File: src/rtl/pcm_sched_pkg.sv
// Shared types and constants for the PCM sample-rate scheduler.
// The gain helper is only referenced when PCM_SOFTMUTE_EN is defined.
package pcm_sched_pkg;

    localparam int SAMPLE_W   = 16;
    localparam int GAIN_W     = 7;
    localparam int GAIN_SHIFT = 6;
    localparam logic [GAIN_W-1:0] GAIN_MAX = 7'd64;

    typedef enum logic [1:0] {
        ST_IDLE  = 2'd0,
        ST_PRIME = 2'd1,
        ST_RUN   = 2'd2
    } sched_state_t;

    typedef logic signed [SAMPLE_W-1:0] sample_t;

    // (sample * gain) >>> 6 from a 23-bit signed product, truncated to the sample width.
    function automatic sample_t apply_gain(input sample_t s, input logic [GAIN_W-1:0] g);
        logic signed [SAMPLE_W+GAIN_W-1:0] s_x;
        logic signed [SAMPLE_W+GAIN_W-1:0] g_x;
        logic signed [SAMPLE_W+GAIN_W-1:0] prod;
        s_x  = (SAMPLE_W+GAIN_W)'(s);
        g_x  = (SAMPLE_W+GAIN_W)'($signed({1'b0, g}));
        prod = s_x * g_x;
        return prod[GAIN_SHIFT +: SAMPLE_W];
    endfunction

endpackage

File: src/rtl/pcm_fs_nco.sv
// Fractional accumulator producing FS_NUM ticks every FS_DEN clocks.
// run=0 holds the accumulator at zero so the first tick lands ceil(FS_DEN/FS_NUM) cycles in.
module pcm_fs_nco #(
    parameter int FS_NUM = 49,
    parameter int FS_DEN = 82540
) (
    input  logic clk,
    input  logic reset_n,
    input  logic run,
    output logic tick
);

    localparam int ACC_W = $clog2(FS_DEN + FS_NUM);
    localparam logic [ACC_W-1:0] NUM = ACC_W'(FS_NUM);
    localparam logic [ACC_W-1:0] DEN = ACC_W'(FS_DEN);

    logic [ACC_W-1:0] acc;
    logic [ACC_W-1:0] acc_sum;
    logic             wrap;

    always_comb begin
        acc_sum = acc + NUM;
        wrap    = (acc_sum >= DEN);
        tick    = run && wrap;
    end

    always_ff @(posedge clk) begin
        if (!reset_n || !run) begin
            acc <= '0;
        end else if (wrap) begin
            acc <= acc_sum - DEN;
        end else begin
            acc <= acc_sum;
        end
    end

endmodule

File: src/rtl/pcm_fs_scheduler.sv
// Audio sample scheduler: fs strobe generation, 2-entry sample buffer, mute and underrun.
// Define PCM_SOFTMUTE_EN for a 64-step gain ramp instead of hard mute.
module pcm_fs_scheduler
    import pcm_sched_pkg::*;
#(
    parameter int FS_NUM = 49,
    parameter int FS_DEN = 82540
) (
    input  logic                       clk,
    input  logic                       reset_n,
    input  logic                       enable,
    input  logic                       mute,
    input  logic                       in_valid,
    output logic                       in_ready,
    input  logic signed [SAMPLE_W-1:0] in_l,
    input  logic signed [SAMPLE_W-1:0] in_r,
    output logic                       pcm_fs,
    output logic signed [SAMPLE_W-1:0] pcm_l,
    output logic signed [SAMPLE_W-1:0] pcm_r,
    output logic                       underrun,
    input  logic                       underrun_clr,
    output logic                       running
);

    sched_state_t state;
    sched_state_t state_nxt;
    logic [1:0]   count;
    logic [1:0]   count_nxt;
    sample_t      buf_l [2];
    sample_t      buf_r [2];
    logic         nco_run;
    logic         fs_tick;
    logic         push;
    logic         pop;
    logic         slot;
    sample_t      out_l;
    sample_t      out_r;

    // Dropping enable also stops the accumulator, so a tick in that cycle never escapes.
    assign nco_run = (state == ST_RUN) && enable;

    pcm_fs_nco #(
        .FS_NUM (FS_NUM),
        .FS_DEN (FS_DEN)
    ) u_nco (
        .clk     (clk),
        .reset_n (reset_n),
        .run     (nco_run),
        .tick    (fs_tick)
    );

    always_comb begin
        in_ready  = (state != ST_IDLE) && (count < 2'd2);
        running   = (state == ST_RUN);
        push      = in_valid && in_ready;
        pop       = fs_tick && (count != 2'd0);
        count_nxt = count + {1'b0, push} - {1'b0, pop};
        slot      = count[0] && !pop;
    end

    always_comb begin
        state_nxt = state;
        case (state)
            ST_IDLE:  if (enable) state_nxt = ST_PRIME;
            ST_PRIME: if (count_nxt == 2'd2) state_nxt = ST_RUN;
            ST_RUN:   state_nxt = ST_RUN;
            default:  state_nxt = ST_IDLE;
        endcase
        if (!enable) state_nxt = ST_IDLE;
    end

`ifdef PCM_SOFTMUTE_EN
    logic [GAIN_W-1:0] gain;
    logic [GAIN_W-1:0] gain_nxt;

    // The gain stepped at this tick is the one applied to the sample it pops.
    always_comb begin
        if (mute) begin
            gain_nxt = (gain == '0) ? '0 : gain - 7'd1;
        end else begin
            gain_nxt = (gain == GAIN_MAX) ? GAIN_MAX : gain + 7'd1;
        end
        out_l = pop ? apply_gain(buf_l[0], gain_nxt) : '0;
        out_r = pop ? apply_gain(buf_r[0], gain_nxt) : '0;
    end

    always_ff @(posedge clk) begin
        if (!reset_n || !enable || (state == ST_IDLE)) begin
            gain <= GAIN_MAX;
        end else if (fs_tick) begin
            gain <= gain_nxt;
        end
    end
`else
    always_comb begin
        out_l = (pop && !mute) ? buf_l[0] : '0;
        out_r = (pop && !mute) ? buf_r[0] : '0;
    end
`endif

    always_ff @(posedge clk) begin
        if (!reset_n) begin
            state    <= ST_IDLE;
            count    <= '0;
            pcm_fs   <= 1'b0;
            pcm_l    <= '0;
            pcm_r    <= '0;
            underrun <= 1'b0;
        end else begin
            state  <= state_nxt;
            pcm_fs <= fs_tick;
            count  <= enable ? count_nxt : 2'd0;
            if (!enable) begin
                pcm_l <= '0;
                pcm_r <= '0;
            end else if (fs_tick) begin
                pcm_l <= out_l;
                pcm_r <= out_r;
            end
            if (fs_tick && (count == 2'd0)) begin
                underrun <= 1'b1;
            end else if (underrun_clr) begin
                underrun <= 1'b0;
            end
        end
    end

    // Entry 0 is always the oldest; validity is tracked solely by count.
    always_ff @(posedge clk) begin
        if (pop) begin
            buf_l[0] <= buf_l[1];
            buf_r[0] <= buf_r[1];
        end
        if (push) begin
            buf_l[slot] <= in_l;
            buf_r[slot] <= in_r;
        end
    end

endmodule

File: config.mk
export PLATFORM = sky130hd
export DESIGN_NAME = pcm_fs_scheduler
export DESIGN_NICKNAME = d
export VERILOG_FILES = /design/src/rtl/pcm_sched_pkg.sv /design/src/rtl/pcm_fs_nco.sv /design/src/rtl/pcm_fs_scheduler.sv
export SDC_FILE = /design/constraint.sdc
export NUM_CORES = 1
export LEC_CHECK = 0
export CAP_MARGIN = 20
export CORE_AREA = 5 5 105 107
export CTS_CLUSTER_SIZE = 40
export DETAILED_ROUTE_END_ITERATION = 6
export DIE_AREA = 0 0 110 112
export PLACE_DENSITY = 0.79
export SKIP_LAST_GASP = 1
export SYNTH_ARGS = -nofsm -noshare
export SYNTH_HDL_FRONTEND = slang
export SYNTH_SLANG_ARGS = --single-unit
File: constraint.sdc
create_clock -name clk -period 4.7 [get_ports clk]
set_clock_uncertainty 0.05 [all_clocks]
set_input_delay 0.705 -clock clk [delete_from_list [all_inputs] [get_ports clk]]
set_output_delay 0.705 -clock clk [all_outputs]
set_load 0.01 [all_outputs]
; ---- Word-level counts from Yosys, hierarchy flattened
; Memories as Yosys holds them, arrays and structs flattened.
; Cells that the tools add are included.
[word_totals]
mem_bits_ro = 0
out_inout_bits = 36
input_bits = 38
n_memories = 2
regBits = 55
latch_bits = 0
mem_bits_rw = 64
wordCells = 49
[memory_table]
columns = name, words, word_bits, rd, rd_ports_with_merged_regs, wr, line_no
row1 = buf_l, 2, 16, 2, 0, 2, pcm_fs_scheduler.sv:29  ; sample_t buf_l [2];
row2 = buf_r, 2, 16, 2, 0, 2, pcm_fs_scheduler.sv:30  ; sample_t buf_r [2];
[classes]
muxes = 11
addsub = 4
n_reduce_logical = 19
n_mul = 0
magnitude_cmp = 2
div = 0
n_eq_ne = 4
n_bitwise = 0
shift = 0
[ops]
columns = cell, count
row1 = 16-bit two-way mux, 2
row2 = 17-bit by 6-bit adder with 17-bit output (second input constant), 1
row3 = 17-bit greater-or-equal comparator (second input constant), 1
row4 = 17-bit two-way mux, 1
row5 = 17-bit subtractor (second input constant), 1
row6 = 1-bit logical AND, 8
row7 = 1-bit two-way mux, 6
row8 = 2-bit one-hot mux with 3 select lines, 1
row9 = 2-bit nonzero test, 3
row10 = 2-bit == test (second input constant), 2
row11 = 1-bit logical NOT, 4
row12 = 2-bit logical NOT, 2
row13 = 2-bit by 1-bit adder with 2-bit output, 1
row14 = 2-bit by 1-bit == test with 1-bit output (second input constant), 1
row15 = 2-bit < comparator (second input constant), 1
row16 = 2-bit two-way mux, 1
row17 = 2-bit inequality test (second input constant), 1
row18 = 2-bit AND reduction, 1
row19 = 2-bit by 1-bit subtractor with 2-bit output, 1
row20 = 1-bit logical OR, 1

; ---- Longest topological paths before layout
[depth]
depth_word = 8
mapped_depth = 19
mapped_depth_nobuf = 18

; ---- Hierarchy
; A second synthesis with hierarchy kept.
[unflattened]
cells_unflattened = 451
hier_area_um2 = 5377.7
[by_module_without_submodules]
columns = module, instances, cells_per_inst, area_each_um2
row1 = pcm_fs_scheduler, 1, 288, 4033.9
row2 = pcm_fs_nco, 1, 163, 1343.8

; ---- Least setup slack after synthesis
; Ideal clock, no wire load.
[synth_path]
path_kind = register to register
start = reg u_nco.acc[0]
end = mem buf_l[0][0] (netlist bit) (enable)
setup_ps = 433
setup_slack_ps = 581
period_less_slack_ps = 4119
t_required_ps = 4217
path_stages_with_launch = 10
path_buffers = 1
arrival_ps = 3636
path_cell_list = dfxtp_1 > ha_1 > buf_6 > and3b_1 > a22o_1 > a22oi_1 > a22oi_4 > a211oi_4 > o211ai_2 > o22ai_1
[synth_rtl]
columns = item, line_no
row1 = start: declaration, pcm_fs_nco.sv:17  ; logic [ACC_W-1:0] acc;
row2 = start signal: assignment, pcm_fs_nco.sv:31  ; acc <= acc_sum - DEN;
row3 = start signal: assignment, pcm_fs_nco.sv:33  ; acc <= acc_sum;
row4 = end: declaration, pcm_fs_scheduler.sv:29

; ---- Final worst setup path
[layout_path]
start = reg u_nco.acc[0]
end = reg state[1]
[layout_via]
elab_chain_len = 7
[layout_lines]
columns = item, line_no
row1 = 17-bit by 6-bit adder with 17-bit output, pcm_fs_nco.sv:22  ; acc_sum = acc + NUM;
row2 = 17-bit greater-or-equal comparator, pcm_fs_nco.sv:23  ; wrap = (acc_sum >= DEN);
row3 = 1-bit logical AND, pcm_fs_nco.sv:24  ; tick = run && wrap;
row4 = 1-bit logical AND, pcm_fs_scheduler.sv:56  ; pop = fs_tick && (count != 2'd0);
row5 = 2-bit by 1-bit subtractor with 2-bit output, pcm_fs_scheduler.sv:57  ; count_nxt = count + {1'b0, push} - {1'b0, pop};
row6 = 2-bit == test, pcm_fs_scheduler.sv:65  ; ST_PRIME: if (count_nxt == 2'd2) state_nxt = ST_RUN;
row7 = 2-bit inequality test (no line), --
row8 = end signal: assignment, pcm_fs_scheduler.sv:110  ; state <= state_nxt;
row9 = end: declaration, pcm_fs_scheduler.sv:25  ; sched_state_t state;
; No other way between the ends.
; A chain may end at the register's enable or synchronous reset.

==> impl_metrics.py <==
metrics = {
    "global_routing": {
        "grt_pass1_vias": 3695,
        "grt_pass1_wl_mm": 18.5,
        "antenna_found_initial": 0,
        "grtUsageTotal": 0.193,
        "grt_max_degree": 33,
        "grt_overflow": 0,
    },
    "clock_tree": {
        "worst_skew_pair.late_latency_ns": 0.50,
        "root_buffer": "clkbuf_8",
        "cts_tree": "yes",
        "max-clock-path-buffers": 2,
        "path_clk_slew_ns": 0.05,
        "cts_sinks": 119,
        "htree_levels": 4,
        "numCtsBuffers": 17,
        "postCtsSetupBuffers": 0,
    },
    "worst_setup_path": {
        "cp-endpoint": "state[1]$_SDFFE_PN0P_",
        "rr_worst_depth": 17,
        "cp_top_family": "compound AO/OA/AOI/OAI gates",
        "crit_buf_inv": 1,
        "crit_fanout": 11,
        "r2r-end": "state[1]$_SDFFE_PN0P_",
        "r2r_setup_slack_ns": 0.48,
        "slowest_stage": "a211oi_4",
        "worst_path_largest_cell_delay_ns": 0.51,
        "crit_required_ns": 5.03,
        "reg2reg_from": "u_nco.acc[0]$_SDFF_PP0_",
        "crit_start": "u_nco.acc[0]$_SDFF_PP0_",
        "cpMostUsedCell": "nor2_1",
        "start_kind": "flop",
        "crit_path_end_kind": "flop",
        "path_class": "flop to flop",
        "cp.depth": 17,
        "arrival_ns": 4.55,
        "path_cells": "ha_2, and3b_1, a22o_1, a22oi_1, a22oi_4, a211oi_4, o211ai_2, nor2_1, ha_1, inv_1, ha_1, xor2_1, xnor2_1, o21ai_0, nor2_1, a21oi_1, nor2_1",
    },
    "final_layout": {
        "layout.nets": 514,
        "seq_area_um2": 3020,
        "fill_cells": 754,
        "final_area_um2": 6590,
        "diodes": 0,
        "multiInputGateArea_um2": 2010,
        "area_growth_pct": 26.8,
        "drive_gt1_frac": 0.119,
    },
    "drt": {
        "highest_layer": "met4",
        "drtIter0Drc": 209,
        "met1_length_mm": 4.70,
        "dr_wl_met3_um": 686,
        "drtAntennaViolNets": 0,
        "via_per_inst": 5.55,
        "vias": 3426,
        "wl_met2_mm": 5.57,
        "drc": 0,
        "wl_mm": 11.0,
        "dr.pass1.iters": 4,
        "wl_per_cell_um": 17.8,
    },
    "placement": {
        "dpl.hpwl_mm": 7.13,
        "placed_area_um2": 5990,
        "place_congestion": 0.894,
        "io_buffer_count": 73,
        "place_ws_ns": 0.428,
    },
    "synth": {
        "yosysTopAreaCell": "edfxtp_1",
        "yosysMostFrequentCell": "edfxtp_1",
        "avgSynthCellArea_um2": 13.2,
        "async_flop_share": 0,
        "synth-edff-count": 64,
        "synth_top_cells_by_count": "edfxtp_1, dfxtp_1, a22o_1, mux2_1, nor2_1",
        "synth_top_area_share": 0.370,
        "syn_area_um2": 5190,
        "ys_types": 68,
        "ys_warn_count": 0,
        "ys_top_cells_by_area": "edfxtp_1, dfxtp_1, mux2_1, a22o_1, xnor2_1",
        "ys.flop_type": "edfxtp_1",
        "yosys_register_bits": 119,
        "synthCells": 394,
        "seq_area_frac_synth": 0.582,
        "synth_fp_nets": 440,
    },
    "timing": {
        "timing.hold.ws_ns": 0.411,
        "hold_violations": 0,
        "fin_crit_sh": 0.897,
        "final.setup.tns_ns": 0,
        "max_freq_ghz": 0.237,
        "fin_ws_ns": 0.484,
        "period_needed_ns": 4.22,
        "finalSetupViolations": 0,
        "slew_violations": 0,
        "max_slew.worst_pin.slew_ns": 0.919,
        "slew_headroom": 0.386,
        "rsz0062_at_grt": "false",
    },
    "run": {
        "cap_violations": 0,
    },
    "die": {
        "rows": 37,
        "core_area_um2": 10000,
        "die_w_um": 110,
        "die_h_um": 112,
        "initial_core_util": 0.517,
        "ios": 74,
        "dieArea_um2": 12300,
    },
    "power_and_ir_drop": {
        "cellPowerDensity_nw_per_um2": 382,
        "leakage_nw": 2.34,
        "ir_worst_vdd_mv": 0.228,
    },
    "outcome": {
        "outcome": "completed",
    },
    "worst_hold_path": {
        "holdPathStages": 1,
        "worstHoldPathType": "flop to flop",
    },
}
## worst min-delay path by stage
stage | start | end
global placement | buf_r[0][5]$_DFFE_PP_ | pcm_r[5]$_SDFFE_PN0P_
detailed placement | buf_r[0][2]$_DFFE_PP_ | pcm_r[2]$_SDFFE_PN0P_
floorplan | buf_l[0][0]$_DFFE_PP_ | pcm_l[0]$_SDFFE_PN0P_
finish | buf_l[0][14]$_DFFE_PP_ | pcm_l[14]$_SDFFE_PN0P_
CTS | buf_l[0][14]$_DFFE_PP_ | pcm_l[14]$_SDFFE_PN0P_
global route | buf_r[0][9]$_DFFE_PP_ | pcm_r[9]$_SDFFE_PN0P_
## report_power, final
group | switching [W] | internal, W
clock network | 0.000440 | 0.000871
registers | 0.00000488 | 0.00111
logic | 0.0000422 | 0.0000457
total | 0.000487 | 0.00203
## cells by family (layout without fill, tap and decap cells)
group / count (synthesis) / after routing / synth area share
DFF: 119 / 119 / 0.582
AOI/OAI and AO/OA: 94 / 94 / 0.152
and+or+nand+nor: 84 / 84 / 0.0918
muxes: 35 / 35 / 0.0752
buffers and inverters: 28 / 115 / 0.0342
xor gates and xnor gates: 26 / 26 / 0.0453
adders and majority gates: 8 / 8 / 0.0193
## per-stage QoR
step	instances	util	total power (W)
final	617	0.655	0.00251
after global placement	585	0.596	0.00122
after CTS	617	0.655	0.00253
after global routing	617	0.655	0.00260
after detailed placement	585	0.596	0.00122
after floorplan	394	-	0.00117
## layer usage
metal	global-route usage	vias to the layer above
met5	0	-
met1	0.235	1696
met3	0.0765	6
met2	0.318	95
li1	-	1629
met4	0.0474	0
## layout make-up
| class | instances | area share |
|---|---|---|
| clock inverter | 10 | 0.0234 |
| sequential | 119 | 0.459 |
| tap | 136 | 0.0258 |
| timing repair buffer | 77 | 0.116 |
| multi-input combinational | 247 | 0.306 |
| inverter | 6 | 0.00342 |
| clock buffer | 22 | 0.0673 |
## cells in the final DEF, fill, tap and decap left out, types with 3 or more instances in the layout
cell type / n
o21bai_1: 4
nand2_1: 15
a21oi_1: 8
o21ai_0: 14
clkinv_2: 5
clkbuf_16: 16
clkdlybuf4s50_1: 73
dfxtp_1: 55
clkbuf_1: 4
nand3_1: 9
nor2_1: 24
mux2i_1: 3
edfxtp_1: 64
xnor2_1: 18
and3_1: 9
ha_1: 7
xor2_1: 7
a22o_1: 33
mux2_1: 32
o211ai_1: 3
inv_1: 6
buf_4: 4
bufinv_16: 4
## registers in the layout, summed over array words and instances (netlist names)
register	flops
u_nco.acc	17
pcm_fs	1
pcm_r	16
buf_r	32
pcm_l	16
buf_l	32
underrun	1
state	2
count	2
## repair_timing
action | 4_1_cts | 5_1_grt
resized for setup | 0 | 1
hold buffers | 0 | 0
endpoints found under the setup margin | 0 | 2
Note: power is estimated with default switching activity, not from simulation.
